===== src/rtl/gin_scatter_bus_pkg.sv =====
// gin_scatter_bus shared package: bus state encoding and broadcast tag.
// Default build widths are provided here when the surrounding project does
// not define NUMS_PE_COL, XID_BITS or DATA_BITS.
// Optional feature macro: GIN_BCAST_EN (all-ones tag addresses every slave).

`ifndef NUMS_PE_COL
`define NUMS_PE_COL 4
`endif

`ifndef XID_BITS
`define XID_BITS 4
`endif

`ifndef DATA_BITS
`define DATA_BITS 16
`endif

package gin_pkg;

   // Bus-level state: IDLE accepts a word, BUSY delivers it.
   typedef enum logic {
      IDLE = 1'b0,
      BUSY = 1'b1
   } gin_state_e;

   // Tag value that addresses every slave when GIN_BCAST_EN is defined.
   localparam logic [`XID_BITS-1:0] BCAST_TAG = {`XID_BITS{1'b1}};

endpackage : gin_pkg


===== src/rtl/gin_scatter_bus_if.sv =====
// gin_scatter_bus handshake bundle: master-side word offer and the
// per-slave valid/ready delivery side.
//   master : buffer-side producer of tagged words
//   slave  : PE-column consumers (one valid/ready bit per column)
//   bus    : the scatter bus itself

interface gin_scatter_bus_if #(
   parameter int NUMS_SLAVE = `NUMS_PE_COL,
   parameter int ID_SIZE    = `XID_BITS
);

   logic [ID_SIZE-1:0]    tag;
   logic                  master_valid;
   logic [`DATA_BITS-1:0] master_data;
   logic                  master_ready;
   logic [NUMS_SLAVE-1:0] slave_valid;
   logic [NUMS_SLAVE-1:0] slave_ready;
   logic [`DATA_BITS-1:0] slave_data;

   modport master (
      output tag,
      output master_valid,
      output master_data,
      input  master_ready
   );

   modport slave (
      input  slave_valid,
      input  slave_data,
      output slave_ready
   );

   modport bus (
      input  tag,
      input  master_valid,
      input  master_data,
      output master_ready,
      output slave_valid,
      input  slave_ready,
      output slave_data
   );

endinterface : gin_scatter_bus_if


===== src/rtl/gin_multicast_target.sv =====
// gin_multicast_target: one PE-column slave of the scatter bus.
// Holds the column ID (one stage of the ID scan chain), compares it with the
// incoming tag, and owns the pending bit for this column's handshake.
// Optional feature macro: GIN_BCAST_EN (all-ones tag matches regardless of ID).

module gin_multicast_target #(
   parameter int ID_SIZE = `XID_BITS
) (
   input  logic               clk,
   input  logic               rst,
   input  logic               set_id,
   input  logic [ID_SIZE-1:0] id_in,
   output logic [ID_SIZE-1:0] id_out,
   input  logic [ID_SIZE-1:0] tag,
   input  logic               accept,
   input  logic               busy,
   input  logic               slave_ready,
   output logic               slave_valid,
   output logic               pending_next
);

   logic [ID_SIZE-1:0] id_q;
   logic [ID_SIZE-1:0] id_d;
   logic               pending_q;
   logic               pending_d;
   logic               match;

   // Next-state for the ID stage and pending bit, plus the tag compare.
   // NOTE: every output of this block gets a default first, so no path leaves
   // a variable unassigned and no latch is inferred.
   always_comb begin
      id_d      = id_q;
      pending_d = pending_q;
      match     = (id_q == tag);
`ifdef GIN_BCAST_EN
      match     = match | (tag == {ID_SIZE{1'b1}});
`endif
      if (set_id) begin
         id_d = id_in;
      end
      // The compare uses id_q, so an accept in the same cycle as a shift
      // sees the IDs from before the shift.
      if (accept) begin
         pending_d = match;
      end else if (busy && pending_q && slave_ready) begin
         pending_d = 1'b0;
      end
   end

   // ID register and pending bit, cleared by synchronous active-low reset.
   // NOTE: sequential state uses non-blocking assignments only, so every flop
   // samples the pre-edge values of its neighbours in the scan chain.
   always_ff @(posedge clk) begin
      if (!rst) begin
         id_q      <= '0;
         pending_q <= 1'b0;
      end else begin
         id_q      <= id_d;
         pending_q <= pending_d;
      end
   end

   assign id_out       = id_q;
   assign slave_valid  = busy & pending_q;
   assign pending_next = pending_d;

endmodule : gin_multicast_target


===== src/rtl/gin_scatter_bus.sv =====
// gin_scatter_bus: single-master, multi-slave multicast scatter bus.
// One tagged word is captured into a one-entry buffer and offered to every
// slave whose scanned-in ID matches the tag; the master is released only once
// every targeted slave has taken the word.
// Optional feature macro: GIN_BCAST_EN (all-ones tag broadcasts to all slaves).

module gin_scatter_bus
   import gin_pkg::*;
#(
   parameter int NUMS_SLAVE = `NUMS_PE_COL,
   parameter int ID_SIZE    = `XID_BITS
) (
   input  logic               clk,
   input  logic               rst,
   gin_scatter_bus_if.bus     bus_if,
   input  logic               set_id,
   input  logic [ID_SIZE-1:0] ID_scan_in,
   output logic [ID_SIZE-1:0] ID_scan_out
);

   gin_state_e             state_q;
   gin_state_e             state_d;
   logic [`DATA_BITS-1:0]  data_q;
   logic [`DATA_BITS-1:0]  data_d;
   logic                   accept;
   logic                   busy;
   logic [NUMS_SLAVE-1:0]  pending_d;
   logic [NUMS_SLAVE-1:0]  slave_valid;
   logic [NUMS_SLAVE:0][ID_SIZE-1:0] id_chain;

   assign busy        = (state_q == BUSY);
   assign accept      = (state_q == IDLE) && bus_if.master_valid;
   assign id_chain[0] = ID_scan_in;

   // One target per slave; the ID chain threads through them in index order,
   // so the first value shifted in ends up in the last slave.
   for (genvar i = 0; i < NUMS_SLAVE; i++) begin : g_target
      gin_multicast_target #(
         .ID_SIZE (ID_SIZE)
      ) u_target (
         .clk          (clk),
         .rst          (rst),
         .set_id       (set_id),
         .id_in        (id_chain[i]),
         .id_out       (id_chain[i+1]),
         .tag          (bus_if.tag),
         .accept       (accept),
         .busy         (busy),
         .slave_ready  (bus_if.slave_ready[i]),
         .slave_valid  (slave_valid[i]),
         .pending_next (pending_d[i])
      );
   end

   // Bus FSM next-state and word capture: leave IDLE only for a word with at
   // least one target, leave BUSY once no target is left pending.
   always_comb begin
      state_d = state_q;
      data_d  = data_q;
      unique case (state_q)
         IDLE: begin
            if (bus_if.master_valid) begin
               // An untargeted word is still consumed; it simply never leaves.
               data_d = bus_if.master_data;
               if (|pending_d) begin
                  state_d = BUSY;
               end
            end
         end
         BUSY: begin
            if (~|pending_d) begin
               state_d = IDLE;
            end
         end
         default: state_d = IDLE;
      endcase
   end

   // State register and word buffer under synchronous active-low reset.
   // NOTE: data_q is reset even though its value only matters under
   // slave_valid, because slave_data must never be X after reset.
   always_ff @(posedge clk) begin
      if (!rst) begin
         state_q <= IDLE;
         data_q  <= '0;
      end else begin
         state_q <= state_d;
         data_q  <= data_d;
      end
   end

   // master_ready decodes the state register only: no path from slave_ready.
   assign bus_if.master_ready = (state_q == IDLE);
   assign bus_if.slave_valid  = slave_valid;
   assign bus_if.slave_data   = data_q;
   assign ID_scan_out         = id_chain[NUMS_SLAVE];

endmodule : gin_scatter_bus


===== src/flat_wrapper.sv =====
// flat-port wrapper written by rule: the top's interface ports become plain ports
module gin_scatter_bus_flat import gin_pkg::*;
#(
   parameter int NUMS_SLAVE = `NUMS_PE_COL,
   parameter int ID_SIZE    = `XID_BITS
)
  (clk, rst, set_id, ID_scan_in, ID_scan_out, bus_if_tag, bus_if_master_valid, bus_if_master_data, bus_if_master_ready, bus_if_slave_valid, bus_if_slave_ready, bus_if_slave_data);
  gin_scatter_bus_if #(.NUMS_SLAVE(NUMS_SLAVE), .ID_SIZE(ID_SIZE)) bus_if_i ();
  input  logic clk;
  input  logic rst;
  input  logic set_id;
  input  logic [ID_SIZE-1:0] ID_scan_in;
  output logic [ID_SIZE-1:0] ID_scan_out;
  input wire logic [$bits(bus_if_i.tag)-1:0] bus_if_tag;
  input wire logic [$bits(bus_if_i.master_valid)-1:0] bus_if_master_valid;
  input wire logic [$bits(bus_if_i.master_data)-1:0] bus_if_master_data;
  output wire logic [$bits(bus_if_i.master_ready)-1:0] bus_if_master_ready;
  output wire logic [$bits(bus_if_i.slave_valid)-1:0] bus_if_slave_valid;
  input wire logic [$bits(bus_if_i.slave_ready)-1:0] bus_if_slave_ready;
  output wire logic [$bits(bus_if_i.slave_data)-1:0] bus_if_slave_data;
  assign bus_if_i.tag = bus_if_tag;
  assign bus_if_i.master_valid = bus_if_master_valid;
  assign bus_if_i.master_data = bus_if_master_data;
  assign bus_if_master_ready = bus_if_i.master_ready;
  assign bus_if_slave_valid = bus_if_i.slave_valid;
  assign bus_if_i.slave_ready = bus_if_slave_ready;
  assign bus_if_slave_data = bus_if_i.slave_data;
  gin_scatter_bus #(.NUMS_SLAVE(NUMS_SLAVE), .ID_SIZE(ID_SIZE)) u_core (.clk(clk), .rst(rst), .bus_if(bus_if_i), .set_id(set_id), .ID_scan_in(ID_scan_in), .ID_scan_out(ID_scan_out));
endmodule

===== config.mk =====
export PLATFORM = sky130hd
export DESIGN_NAME = gin_scatter_bus_flat
export DESIGN_NICKNAME = d
export VERILOG_FILES = /design/src/rtl/gin_scatter_bus_pkg.sv /design/src/rtl/gin_scatter_bus_if.sv /design/src/rtl/gin_multicast_target.sv /design/src/rtl/gin_scatter_bus.sv /design/src/flat_wrapper.sv
export SDC_FILE = /design/constraint.sdc
export NUM_CORES = 1
export LEC_CHECK = 0
export ABC_AREA = 1
export BUFFER_PORTS_ARGS = -buffer_cell sky130_fd_sc_hd__buf_2
export CAP_MARGIN = 30
export CORE_UTILIZATION = 40
export CTS_CLUSTER_DIAMETER = 40
export DETAILED_ROUTE_END_ITERATION = 7
export PLACE_DENSITY = 0.75
export SYNTH_ARGS = -nofsm -noshare
export SYNTH_HDL_FRONTEND = slang
export SYNTH_HIERARCHICAL = 1
export SYNTH_SLANG_ARGS = --single-unit

===== constraint.sdc =====
create_clock -name clk -period 1.3 [get_ports clk]
set_input_delay 0.26 -clock clk [delete_from_list [all_inputs] [get_ports clk]]
set_output_delay 0.26 -clock clk [all_outputs]
set_load 0.03 [all_outputs]

Yosys cells after proc, flatten, opt, wreduce, memory -nomap -nowiden. Index checks and enable logic that the tools add are counted.

Bits in registers: 37. Output and inout port bits: 25.

Bitwise operators: 5. Reductions and logical operators: 11. Equality and inequality tests: 4. Muxes and demuxes: 11.

Operators with widths (number): == test 4 bit (4); 2-to-1 mux 1 bit (10); logical AND 1 bit (9); bitwise AND 1 bit (4); OR reduction 4 bit (1); one-hot mux 1 bit (2 select lines) (1); AND reduction 2 bit (1); inverter 1 bit (1).

Longest topological paths before layout.
Depth in word-level cells: 8. Mapped depth: 12. Depth with buffers taken out: 10.

Hierarchy. The synthesis kept the hierarchy.

Modules (own cells, without submodules): gin_multicast_target (area an instance 254.0 µm², times used 4, cells each 40); gin_scatter_bus (area an instance 752.0 µm², times used 1, cells each 114).

Worst setup path after synthesis. OpenSTA, ideal clock, no wires.

Path kind: register to register. Start point: register u_core.state_q, in the netlist u_core/busy. End point: register u_core.state_q, in the netlist u_core/busy. Data arrival time: 1.229 ns. Data required time: 1.191 ns. Path buffers: 1. Stages on the path, launching flop included: 11. Setup slack: -0.037 ns. Period minus slack after synthesis: 1.337 ns. Cell sequence: dfxtp_1 > nor2_4 > buf_6 > o21ai_0 > nor2_1 > nand2_1 > nand2_1 > nor2_1 > nand2_1 > nand2_1 > inv_1.

RTL lines: start: declaration (line gin_scatter_bus.sv:21) `gin_state_e state_q;`; start signal: assignment (line gin_scatter_bus.sv:87) `state_q <= state_d;`; inverter 1 bit (*) (line gin_scatter_bus.sv:32) `assign accept = (state_q == IDLE) && bus_if.master_valid;`; logical AND 1 bit (*) (line gin_scatter_bus.sv:32); via u_core.accept (line gin_scatter_bus.sv:25) `logic accept;`; 2-to-1 mux 1 bit (*) (line gin_multicast_target.sv:43) `if (accept) begin`; via u_core.pending_d[3] (line gin_scatter_bus.sv:27) `logic [NUMS_SLAVE-1:0] pending_d;`; OR reduction 4 bit (*) (line gin_scatter_bus.sv:65, gin_scatter_bus.sv:71); 2-to-1 mux 1 bit (*) (line gin_scatter_bus.sv:65, gin_scatter_bus.sv:71); 2-to-1 mux 1 bit (line gin_scatter_bus.sv:62) `if (bus_if.master_valid) begin`; one-hot mux 1 bit (2 select lines) (*) (line gin_scatter_bus.sv:60) `unique case (state_q)`.

The timed path passes the listed nets; every way through them passes the cells marked *. A chain may end at the register's enable or synchronous reset.

Final worst setup path.
Start point: register u_core.state_q, in the netlist u_core/busy. End point: output port bus_if_slave_valid[3].

Longest elaborated chain between the ends: 1.

Ends and longest elaborated chain: bitwise AND 1 bit (line gin_multicast_target.sv:64) `assign slave_valid = busy & pending_q;`; end: declaration (line flat_wrapper.sv:18) `output wire logic [$bits(bus_if_i.slave_valid)-1:0] bus_if_slave_valid;`.

No other way between the ends.

==> out/metrics.csv <==
metric,value,unit
first-pass GRT wire length,6.01,mm
IO Count,57,
Port-buffer cells,56,
outcome,"finished, final reports clean",
fill count,432,
GPL Wtd Cong,0.764,
CP Class,register to output pin,
Rel. slew slack,0.723,
post-synth cell types,14,
vias in the first global route,1411,
crit-path max FO,7,
synthesis-to-finish area growth,30.4,%
layout cells sized above 1,0.257,
grt total ovfl,0,
DR vias,1805,
YS warnings,6,
Max clock buf depth,2,
post-synthesis sequential area ratio,0.419,
CP Capture Type,output pin,
total track usage,0.172,
Remaining DRCs,0,
routed wl met3,139,um
skew final,0.00750,ns
Tcrit/Tclk final,0.980,
vias per cell,4.59,
starting DRC count in detailed routing,64,
most frequent cell after synthesis,nor2_1,
largest family of logic cells by synthesized area,simple AND/OR/NAND/NOR gates,
Hold Path Class,input pin to register,
Pwr per Cell Area,1210,mW/mm^2
M1 WL,1.88,mm
Leakage,0.00132,uW
"top cells by count, synth","nor2_1 (76), nand2_1 (50), inv_1 (46)",
RSZ-0062 raised after global routing,yes,
Layout Utilization,0.560,
die area,0.00469,sq mm
Core Area,0.00412,sq mm
Clock Latency Late Sink,0.29,ns
Post-Synth Adder-Cell Area,0,
ANT cells,0,
"Net count, final",374,
syn_nets,306,
post-synthesis cell count,274,
drt pass-1 iters,5,
initial antenna violation count,0,
post-synthesis compound-gate area fraction,0.0878,
Worst-path clk slew,0.08,ns
setup violators final,0,
setup_tns,0,ns
simple-gate area share of the yosys netlist,0.347,
Critical Path RT,1.04,ns
largest area contributor in the netlist,dfxtp_1,
hpwl dp,2.90,mm
FP Rows,23,
CTS Buf Count,5,
most area-consuming cells after synthesis,"dfxtp_1 (42%), nor2_1 (16%), nand2_1 (11%), inv_1 (9.8%), nand3_1 (5.7%)",
drt total wl,3.97,mm
CTS tree,yes,
synthesized area,0.00177,sq mm
Final Hold Viols,0,
Startpoint Class,register,
crit path DAT,1.01,ns
Routed Antenna Nets,0,
Clock Sinks,37,
Yosys top cell area share,0.419,
ys flop type,dfxtp_1,
post-synthesis async set-or-reset flop share,0,
pin count of the biggest net entering global routing,28,
root buffer cell,clkbuf_8,
Max rail drop VDD,0.734,mV
Top Layer Used,met4,
Post-synth EDFFs,0,
mux share of post-synthesis cell area,0,
drt wl/cell,10.1,um
XOR/XNOR share of the synthesized area,0.0198,
die width,68.5,um
Slew @ Worst Pin,0.416,ns
starting density of the core,0.430,
Die Span Y,68.5,um
met2 wire len,1.89,mm
Max Freq,785,MHz
max-cap violations,0,
Pins Over Slew Limit,0,
Yosys reg bits,37,
"Avg Cell Area, Syn",6.45,sq um
CTS HTree Levels,2,
crit path time final,1.27,ns
## area by class of cell
class	instances	area (sq um)	share of cell area
clock buffers	7	86.3	0.0374
multi-input cells	184	818	0.355
flip-flops and latches	37	744	0.323
clock inverters	1	30.0	0.0130
well taps	50	62.6	0.0271
inverters	48	180	0.0781
repair buffers	66	384	0.167
## metal layers
metal / track usage / vias up
met3: 0.0450 / 4
li1: - / 965
met5: 0 / -
met2: 0.287 / 29
met1: 0.208 / 807
met4: 0.0677 / 0
## cell families (layout without fill, tap and decap cells)
group                  count (synthesis)  after routing
AND/OR/NAND/NOR                      151            152
flip-flops                            37             37
AO/OA/AOI/OAI                         28             28
XOR/XNOR                               4              4
buffers and inverters                 54            122
## layout by cell type, fill, tap and decap left out, types with 5 or more instances in the layout
cell | synthesis | routed
dfxtp_1 | 37 | 36
buf_4 | 0 | 8
o21ai_0 | 20 | 17
inv_1 | 46 | 43
buf_2 | 4 | 52
nand3_1 | 20 | 20
buf_6 | 2 | 5
clkbuf_8 | 0 | 6
inv_2 | 2 | 5
nand2_1 | 50 | 47
nor2_1 | 76 | 76
## through the flow
| step | setup slack (ns) | cells | cell area, sq um | hold slack (ns) | total power (uW) |
|---|---|---|---|---|---|
| after floorplan | 0.0522 | 274 | 1770 | 0.382 | 1610 |
| after global placement | 0.134 | 380 | 2110 | 0.457 | 1770 |
| after detailed placement | 0.0980 | 380 | 2110 | 0.466 | 1780 |
| after CTS | 0.00430 | 389 | 2260 | 0.188 | 2810 |
| after global routing | -0.0488 | 393 | 2310 | 0.199 | 2930 |
| final | 0.0256 | 393 | 2310 | 0.197 | 2790 |
## worst paths after layout
check	startpoint	to	slack, ns	cells past startpoint
worst max-delay path	u_core/busy$_SDFF_PN0_	bus_if_slave_valid[3]	0.03	4
worst min-delay path	ID_scan_in[1]	u_core/g_target[0].u_target/id_out[1]$_SDFFE_PN0P_	0.20	3
worst max register to register	u_core/busy$_SDFF_PN0_	u_core/busy$_SDFF_PN0_	0.08	10
worst min register to register	u_core/bus_if.slave_data[14]$_SDFFE_PN0P_	u_core/bus_if.slave_data[14]$_SDFFE_PN0P_	0.48	2
## where the power goes
group	switching (uW)	total, uW	leakage, uW	internal (uW)
Sequential	52.5	1260	0.000307	1210
Combinational	318	504	0.000956	186
Clock	400	1030	0.0000585	625
## flip-flops by register name, indices dropped and copies added (netlist names)
register,cells
u_core/busy,1
u_core/g_target.u_target/id_out,16
u_core/bus_if.slave_data,16
u_core/g_target.u_target/pending_q,4
## critical path, cell delays in order (launching register included)
cell and delay (ns):
dfxtp_4 0.38, buf_6 0.13, nand2_2 0.06, inv_2 0.05, buf_6 0.12
## repair_timing
action	in CTS	in global routing
cloned	0	1
resized for setup	8	11
pin swaps	1	10
setup endpoints to repair	3	7
hold endpoints to repair	0	0
setup buffers	1	3
hold buffers	0	0
Note: power is estimated with default switching activity, not from simulation.
